$ cat src/rtl/pc_seq_pkg.sv
// Shared types and constants for the PC sequencer and its target calculator.
package pc_seq_pkg;

    localparam int PC_STEP = 4;

    typedef enum logic [1:0] {
        KIND_BRANCH = 2'b00,
        KIND_JUMP   = 2'b01,
        KIND_REG    = 2'b10,
        KIND_RSVD   = 2'b11
    } redir_kind_t;

    typedef enum logic [1:0] {
        ST_BOOT   = 2'b00,
        ST_RUN    = 2'b01,
        ST_HALTED = 2'b10
    } seq_state_t;

endpackage

$ cat src/rtl/pc_target_calc.sv
// Combinational redirect target formation: branch, jump, register and reserved kinds.
module pc_target_calc
    import pc_seq_pkg::*;
#(
    parameter int ADDR_W = 32,
    parameter int JIDX_W = 26
) (
    input  logic [1:0]        i_kind,
    input  logic [ADDR_W-1:0] i_base,
    input  logic [15:0]       i_imm,
    input  logic [JIDX_W-1:0] i_jidx,
    input  logic [ADDR_W-1:0] i_reg,
    output logic [ADDR_W-1:0] o_target,
    output logic              o_take,
    output logic              o_misalign
);

    logic [ADDR_W-1:0] w_imm_sext;
    logic [ADDR_W-1:0] w_br_off;

    // Sized cast of a signed value sign-extends (or truncates) to ADDR_W.
    assign w_imm_sext = ADDR_W'($signed(i_imm));
    assign w_br_off   = {w_imm_sext[ADDR_W-3:0], 2'b00};

    always_comb begin
        o_target   = i_base;
        o_take     = 1'b0;
        o_misalign = 1'b0;
        case (redir_kind_t'(i_kind))
            KIND_BRANCH: begin
                o_target = i_base + w_br_off;
                o_take   = 1'b1;
            end
            KIND_JUMP: begin
                o_target = {i_base[ADDR_W-1:JIDX_W+2], i_jidx, 2'b00};
                o_take   = 1'b1;
            end
            KIND_REG: begin
                o_target   = {i_reg[ADDR_W-1:2], 2'b00};
                o_take     = 1'b1;
                o_misalign = |i_reg[1:0];
            end
            default: begin
                o_take = 1'b0;
            end
        endcase
    end

endmodule

$ cat src/rtl/pc_sequencer.sv
// Program-counter sequencer: BOOT/RUN/HALTED FSM, fetch handshake and redirects.
// Optional exception entry (exc_req/epc/EXC_VECTOR) is enabled by defining PC_SEQ_EXC_EN.
module pc_sequencer
    import pc_seq_pkg::*;
#(
    parameter int                ADDR_W   = 32,
    parameter int                JIDX_W   = 26,
    parameter logic [ADDR_W-1:0] RESET_PC = '0
`ifdef PC_SEQ_EXC_EN
    ,
    parameter logic [ADDR_W-1:0] EXC_VECTOR = ADDR_W'(32'h80000180)
`endif
) (
    input  logic              clk,
    input  logic              rst_n,
    output logic              fetch_valid,
    input  logic              fetch_ready,
    output logic [ADDR_W-1:0] fetch_pc,
    input  logic              redir_valid,
    output logic              redir_ready,
    input  logic [1:0]        redir_kind,
    input  logic [ADDR_W-1:0] redir_base,
    input  logic [15:0]       redir_imm,
    input  logic [JIDX_W-1:0] redir_jidx,
    input  logic [ADDR_W-1:0] redir_reg,
    input  logic              halt_req,
    output logic              halted,
    output logic              misalign,
`ifdef PC_SEQ_EXC_EN
    input  logic              exc_req,
    output logic [ADDR_W-1:0] epc,
`endif
    output seq_state_t        dbg_state
);

    // Handshakes: a transfer happens on a rising edge where valid and ready are
    // both high; valid/ready are never dependent on the partner's signal here.

    seq_state_t        r_state, w_state_nxt;
    logic [ADDR_W-1:0] r_pc, w_pc_nxt;
    logic              r_misalign, w_misalign_nxt;
    logic              w_redir_acc, w_fetch_acc;
    logic [ADDR_W-1:0] w_target;
    logic              w_take, w_tgt_misalign;
`ifdef PC_SEQ_EXC_EN
    logic [ADDR_W-1:0] r_epc, w_epc_nxt;
`endif

    pc_target_calc #(
        .ADDR_W (ADDR_W),
        .JIDX_W (JIDX_W)
    ) u_target (
        .i_kind     (redir_kind),
        .i_base     (redir_base),
        .i_imm      (redir_imm),
        .i_jidx     (redir_jidx),
        .i_reg      (redir_reg),
        .o_target   (w_target),
        .o_take     (w_take),
        .o_misalign (w_tgt_misalign)
    );

    assign fetch_valid = (r_state == ST_RUN);
    assign redir_ready = (r_state != ST_BOOT);
    assign halted      = (r_state == ST_HALTED);
    assign fetch_pc    = r_pc;
    assign misalign    = r_misalign;
    assign dbg_state   = r_state;
    assign w_redir_acc = redir_valid & redir_ready;
    assign w_fetch_acc = fetch_valid & fetch_ready;

    always_comb begin
        w_state_nxt    = r_state;
        w_pc_nxt       = r_pc;
        w_misalign_nxt = w_redir_acc & w_tgt_misalign;
`ifdef PC_SEQ_EXC_EN
        w_epc_nxt      = r_epc;
`endif
        if (w_fetch_acc) begin
            w_pc_nxt = r_pc + ADDR_W'(PC_STEP);
        end
        if (w_redir_acc && w_take) begin
            w_pc_nxt = w_target;
        end

        case (r_state)
            ST_BOOT:   w_state_nxt = ST_RUN;
            ST_RUN: begin
                if (halt_req && (fetch_ready || w_redir_acc)) begin
                    w_state_nxt = ST_HALTED;
                end
            end
            ST_HALTED: begin
                if (!halt_req) begin
                    w_state_nxt = ST_RUN;
                end
            end
            default:   w_state_nxt = ST_BOOT;
        endcase

`ifdef PC_SEQ_EXC_EN
        // Exception entry wins over any redirect and any halt decision.
        if (exc_req && (r_state != ST_BOOT)) begin
            w_pc_nxt       = EXC_VECTOR;
            w_epc_nxt      = r_pc;
            w_state_nxt    = ST_RUN;
            w_misalign_nxt = 1'b0;
        end
`endif
    end

    always_ff @(posedge clk or negedge rst_n) begin
        if (!rst_n) begin
            r_state    <= ST_BOOT;
            r_pc       <= RESET_PC;
            r_misalign <= 1'b0;
        end else begin
            r_state    <= w_state_nxt;
            r_pc       <= w_pc_nxt;
            r_misalign <= w_misalign_nxt;
        end
    end

`ifdef PC_SEQ_EXC_EN
    always_ff @(posedge clk or negedge rst_n) begin
        if (!rst_n) begin
            r_epc <= '0;
        end else begin
            r_epc <= w_epc_nxt;
        end
    end

    assign epc = r_epc;
`endif

endmodule

$ cat config.mk
export PLATFORM = sky130hd
export DESIGN_NAME = pc_sequencer
export DESIGN_NICKNAME = d
export VERILOG_FILES = /design/src/rtl/pc_seq_pkg.sv /design/src/rtl/pc_target_calc.sv /design/src/rtl/pc_sequencer.sv
export SDC_FILE = /design/constraint.sdc
export NUM_CORES = 1
export LEC_CHECK = 0
export CAP_MARGIN = 20
export CORE_MARGIN = 2
export CORE_UTILIZATION = 43
export DETAILED_ROUTE_END_ITERATION = 8
export PLACE_DENSITY = 0.78
export SYNTH_ARGS = -nofsm -noshare
export SYNTH_HDL_FRONTEND = slang
export SYNTH_SLANG_ARGS = --single-unit
$ cat constraint.sdc
create_clock -name clk -period 3.5 [get_ports clk]
set_input_delay 0.525 -clock clk [delete_from_list [all_inputs] [get_ports clk]]
set_output_delay 0.525 -clock clk [all_outputs]
set_load 0.005 [all_outputs]
==> impl_metrics.toml, run 1 <==
[status]
status = "complete, no violations"

[synth]
yosys_warnings = 0
synth.area.mux_share_pct = 1.83
synth.largest_area_cell = "dfrtp_1"
synth_edf_count = 0
ys_types = 58
synth_fp_nets = 680
synth_area_per_cell_um2 = 7.51
synthTopCellsByArea = "dfrtp_1 (22%), ha_1 (9.3%), a21oi_1 (6.3%)"
synth_top_family_by_area = "compound AO/OA/AOI/OAI gates"
synth-adder-area-share_pct = 9.83
yosys.area_share.simple_pct = 23.8
netlist.area_leader.share_pct = 21.8
synthesis.area_mm2 = 0.00402
synth_cells = 536
seq_area_frac_synth_pct = 21.8
synth_seq_cells = 35
synth_ff_type = "dfrtp_1"
synth_compound_area_share_pct = 31.2
async_flop_share_pct = 100
synthXorXnorAreaFrac_pct = 8.27

[floorplanning]
io_pins = 151
die_x_um = 101
dieArea_mm2 = 0.0101
core_mm2 = 0.00915
dieHeight_um = 101
num_rows = 35
start_util_pct = 44.0

[power]
p_leak_uw = 0.00240
internal_power_uw = 1350
p_switching_uw = 870
vdd_drop_max_uv = 167
pwr-share-comb_pct = 54.4
p_per_area_mw_per_mm2 = 379
swShare_pct = 39.2
pwr-share-clk_pct = 14.7
seq_power_share_pct = 30.9

[drt]
drc = 0
wirelength_met1_um = 6230
wl_met2_um = 6720
drtIter0Drc = 353
wl_met3_um = 1190
ant_nets = 0
num_vias = 4895
routed_via_density = 6.07
firstDrtPassIters = 5
top_layer = "met4"
wirelength_um = 14400
wl_per_cell_um = 17.9

[clock_network]
clock-root-buffer = "clkbuf_8"
cts_made_buffers = 5
htreeDepth = 2
clock_latency_ns = 0.29
cts_setup_buffers = 0
cts_tree = "yes"
clkSlewWorstSetupHoldPaths_ns = 0.07
postCtsResizedCells = 0
clkSinkCount = 35
clockBufferDepth = 2
hold_buffers = 0

[critical_path]
crit_required_ns = 3.67
critPathMaxFanout = 9
endpoint_kind = "flip-flop"
crit_type = "in2reg"
startpoint_type = "primary input"
arrival_ns = 3.41

[timing]
setup_viol = 0
slew_headroom_pct = 54.6
timing.final.crit_share_pct = 92.6
rsz0062_at_grt = "no"
fin_worst_skew_ns = 0.00533
max_freq_ghz = 0.308
slew_viol_final = 0
hold_viol = 0
finalSetupTns_ns = 0
worst_slew_pin_slew_ns = 0.681
min_period_ns = 3.24
hold_slack_ns = 0.509

[place]
detailed_place_hpwl_um = 11600
place.gp.congestion = 0.955
port_buffers = 150

[global_route]
grt_antenna_before_repair = 0
grtUsageTotal_pct = 27.8
grt_pass1_wl_um = 22400
globalRouteOverflowTotal = 0
grt_pass1_vias = 4550
grt_max_degree = 39

[cells_and_area]
areaGrowthSynthToFinish_pct = 45.5
register_area_um2 = 876
drive_above_1_share_pct = 6.33
num-fill-cells = 829
nets = 838
antennaDiodeCount = 0
layout_commonest_cell = "clkdlybuf4s50_1"
most-common-layout-cells = "clkdlybuf4s50_1 (149), nand2_1 (59), a21oi_1 (51), o21ai_0 (42), nor2_1 (41)"
multiInputGateArea_mm2 = 0.00301

[worst_hold_path]
hp-class = "reg2reg"

[flow_run]
drv_cap = 0
## worst paths after layout
check	endpoint	startpoint	cells after the start	slack [ns]
setup / recovery	fetch_pc[29]$_DFFE_PN0P_	redir_imm[15]	11	0.26
hold / removal	fetch_pc[1]$_DFFE_PN0P_	fetch_pc[1]$_DFFE_PN0P_	1	0.51
setup reg to reg	fetch_pc[24]$_DFFE_PN0P_	dbg_state[1]$_DFFE_PN0P_	8	1.08
hold reg to reg	fetch_pc[1]$_DFFE_PN0P_	fetch_pc[1]$_DFFE_PN0P_	1	0.51
max in group asynchronous	fetch_pc[6]$_DFFE_PN0P_	rst_n	2	2.52
min in group asynchronous	misalign$_DFF_PN0_	rst_n	2	0.64
## layout make-up
class | count | area share, %
clock buffers | 8 | 1.71
inverters | 13 | 0.834
multi-input cells | 465 | 51.5
flip-flops and latches | 35 | 15.0
well taps | 111 | 2.37
repair buffers | 174 | 28.6
## cells in the mapped netlist, drive strengths merged (6+ instances only)
library cell / instances
and3: 8
a22oi: 8
nor2: 41
nand3: 16
nand2: 59
xor2: 25
dfrtp: 35
nor3: 20
clkbuf: 19
inv: 13
o21ai: 44
nor2b: 8
ha: 30
nand2b: 7
o22ai: 6
a21oi: 51
a21o: 14
nor4: 6
nand4: 10
xnor2: 13
a221oi: 8
a31oi: 10
## worst max-delay path, stage by stage
cell             delay [ns]
clkdlybuf4s50_1        0.39
buf_4                  0.17
buf_4                  0.17
ha_1                   0.36
a21o_1                 0.19
a21o_1                 0.19
a2111oi_0              0.58
o21bai_1               0.16
or3_1                  0.36
a31oi_1                0.23
nor3_1                 0.07
## sequential cells by signal (all words and copies together), names as in the netlist
signal / cells
misalign: 1
dbg_state: 2
fetch_pc: 32
## logic make-up after synthesis
family,after synthesis
compound gates,192
buf+inv,36
mux,7
flops,35
simple gates,197
fa+ha+maj,31
xor+xnor,38
## per-stage QoR
step           utilization, %  power [µW]  cell area, µm²  instances  setup slack, ns
6_report                 64.0        2220            5850        806            0.258
5_1_grt                  64.0        2370            5850        806            0.110
4_1_cts                  64.0        2210            5850        806            0.359
3_5_place_dp             62.9        1880            5750        798           0.0719
3_3_place_gp             62.9        1860            5750        798           0.0974
2_1_floorplan               -        1270            4020        536            0.793
## power by group through the flow
stage	Sequential, µW	Clock (µW)	Combinational [µW]
floorplan	661	0	604
global placement	684	0	1170
detailed placement	691	0	1190
CTS	684	326	1200
global route	706	344	1320
finish	686	326	1210
## per-layer routing
layer | global-route usage [%] | up-vias
met1 | 38.7 | 2284
met4 | 8.11 | 0
met2 | 45.4 | 252
met5 | 0 | -
li1 | - | 2331
met3 | 3.05 | 28
No activity file was read; power rests on OpenSTA's default activity.
==> inputs of run 2 (changes only) <==
--- a/config.mk
+++ b/config.mk
@@ -5,8 +5,7 @@
 export SDC_FILE = /design/constraint.sdc
 export NUM_CORES = 1
 export LEC_CHECK = 0
-export CAP_MARGIN = 20
-export CORE_MARGIN = 2
+export CORE_MARGIN = 5
 export CORE_UTILIZATION = 43
 export DETAILED_ROUTE_END_ITERATION = 8
 export PLACE_DENSITY = 0.78
==> run 2 against run 1 <==
Power down 1.5%; combinational power is essentially flat; die area increased by 12%; clock power shrank 10%; via count is 0.49% lower; worst setup slack improved by 0.043 ns; worst hold slack got worse by 0.00090 ns; sequential power is essentially flat; fmax is 1.4% higher; sequential share of layout area is 0.10 points higher; global-route usage down 2.8 points; core utilization fell by 0.73 points; critical path type unchanged.
==> impl_metrics.toml, run 2 (synthesized netlist as in run 1, its figures left out) <==
[global_route]
grt_antenna_before_repair = 0
globalRouteOverflowTotal = 0
grtUsageTotal_pct = 25.0
grt_max_degree = 39
grt_pass1_vias = 4643
grt_pass1_wl_um = 23200

[critical_path]
endpoint_kind = "flip-flop"
crit_type = "in2reg"
crit_required_ns = 3.67
arrival_ns = 3.37
critPathMaxFanout = 7
startpoint_type = "primary input"
ff2ff_path_depth = 8

[power]
vdd_drop_max_uv = 183
total_power_uw = 2190
p_leak_uw = 0.00238
p_per_area_mw_per_mm2 = 376

[floorplanning]
dieArea_mm2 = 0.0114
num_rows = 35
io_pins = 151
core_mm2 = 0.00920
start_util_pct = 43.8
die_x_um = 107
dieHeight_um = 107

[drt]
drc = 0
routed_via_density = 6.07
firstDrtPassIters = 5
wirelength_um = 14900
drtIter0Drc = 279
wl_per_cell_um = 18.5
num_vias = 4871
ant_nets = 0

[cells_and_area]
areaGrowthSynthToFinish_pct = 44.5
antennaDiodeCount = 0
finalNonFillerCells = 803
largest_reg_flops = 32
most-common-layout-cells = "clkdlybuf4s50_1 (149), nand2_1 (59), a21oi_1 (51), o21ai_0 (42), nor2_1 (41)"
nets = 835
drive_above_1_share_pct = 6.07
layout_commonest_cell = "clkdlybuf4s50_1"

[clock_network]
cts_tree = "yes"
clock-root-buffer = "clkbuf_8"
clock_latency_ns = 0.29
cts_setup_buffers = 0
cts_made_buffers = 5
htreeDepth = 2
clkSinkCount = 35
clkSlewWorstSetupHoldPaths_ns = 0.08
postCtsResizedCells = 0
clockBufferDepth = 2
hold_buffers = 0

[place]
detailed_place_hpwl_um = 12100
place.gp.congestion = 0.947
dp.cells = 795
port_buffers = 150

[flow_run]
drv_cap = 0

[timing]
rsz0062_at_grt = "no"
fin_worst_skew_ns = 0.00274
hold_viol = 0
finalSetupTns_ns = 0
hold_slack_ns = 0.508
min_period_ns = 3.20
timing.final.crit_share_pct = 91.4
worst_slew_pin_slew_ns = 0.684
setup_viol = 0
slew_viol_final = 0
max_freq_ghz = 0.313
slew_headroom_pct = 54.4

[status]
status = "complete, no violations"

[worst_hold_path]
holdPathStages = 1
hp-class = "reg2reg"
==> run 2: cell count changes in the layout (fill, tap and decap cells not counted) <==
cell      previous run  this run
buf_4               24        21
clkinv_2             0         3
clkbuf_8             7         5
clkbuf_1             1         0
==> run 2: final timing paths <==
check                                              start  slack (ns)                  endpoint
min in group asynchronous                          rst_n        0.65   fetch_pc[8]$_DFFE_PN0P_
worst max register to register  dbg_state[1]$_DFFE_PN0P_        1.05  fetch_pc[24]$_DFFE_PN0P_
max in group asynchronous                          rst_n        2.52  fetch_pc[27]$_DFFE_PN0P_
worst min register to register   fetch_pc[1]$_DFFE_PN0P_        0.51   fetch_pc[1]$_DFFE_PN0P_
worst max-delay path                       redir_imm[15]        0.30  fetch_pc[28]$_DFFE_PN0P_
worst min-delay path             fetch_pc[1]$_DFFE_PN0P_        0.51   fetch_pc[1]$_DFFE_PN0P_
==> run 2: metrics by stage <==
| step | utilization, % | setup slack [ns] | cell area, µm² |
|---|---|---|---|
| floorplan | - | 0.793 | 4020 |
| detailed placement | 62.3 | 0.0798 | 5730 |
| CTS | 63.2 | 0.346 | 5810 |
| finish | 63.2 | 0.302 | 5810 |
| global route | 63.2 | 0.146 | 5810 |
| global placement | 62.3 | 0.166 | 5730 |
==> run 2: worst max-delay path, stage by stage <==
cell and delay (ns):
clkdlybuf4s50_1 0.67, ha_1 0.36, a21oi_1 0.21, a21boi_0 0.11
a311o_1 0.36, a311oi_1 0.29, o21ai_1 0.20, a311o_1 0.39
a31oi_1 0.19, a31oi_1 0.06
==> run 2: report_power, final <==
group          switching (µW)  internal [µW]
Clock                     157            136
Sequential                167            522
Combinational             563            643
Total                     887           1300
==> run 2: final cells by class <==
cell class	count	area, µm²
Clock buffer	5	68.8
Clock inverter	3	15.0
Timing Repair Buffer	171	1650
Tap cell	111	139
Sequential cell	35	876
Fill cell	813	3380
Multi-Input combinational cell	465	3010
Inverter	13	48.8
==> run 2: routing by layer <==
metal / vias up / share of wire, % / track usage, %
met3: 21 / 8.2 / 3.43
li1: 2328 / - / -
met4: 0 / 1.7 / 6.21
met2: 250 / 47 / 40.8
met5: - / 0 / 0
met1: 2272 / 43 / 34.9
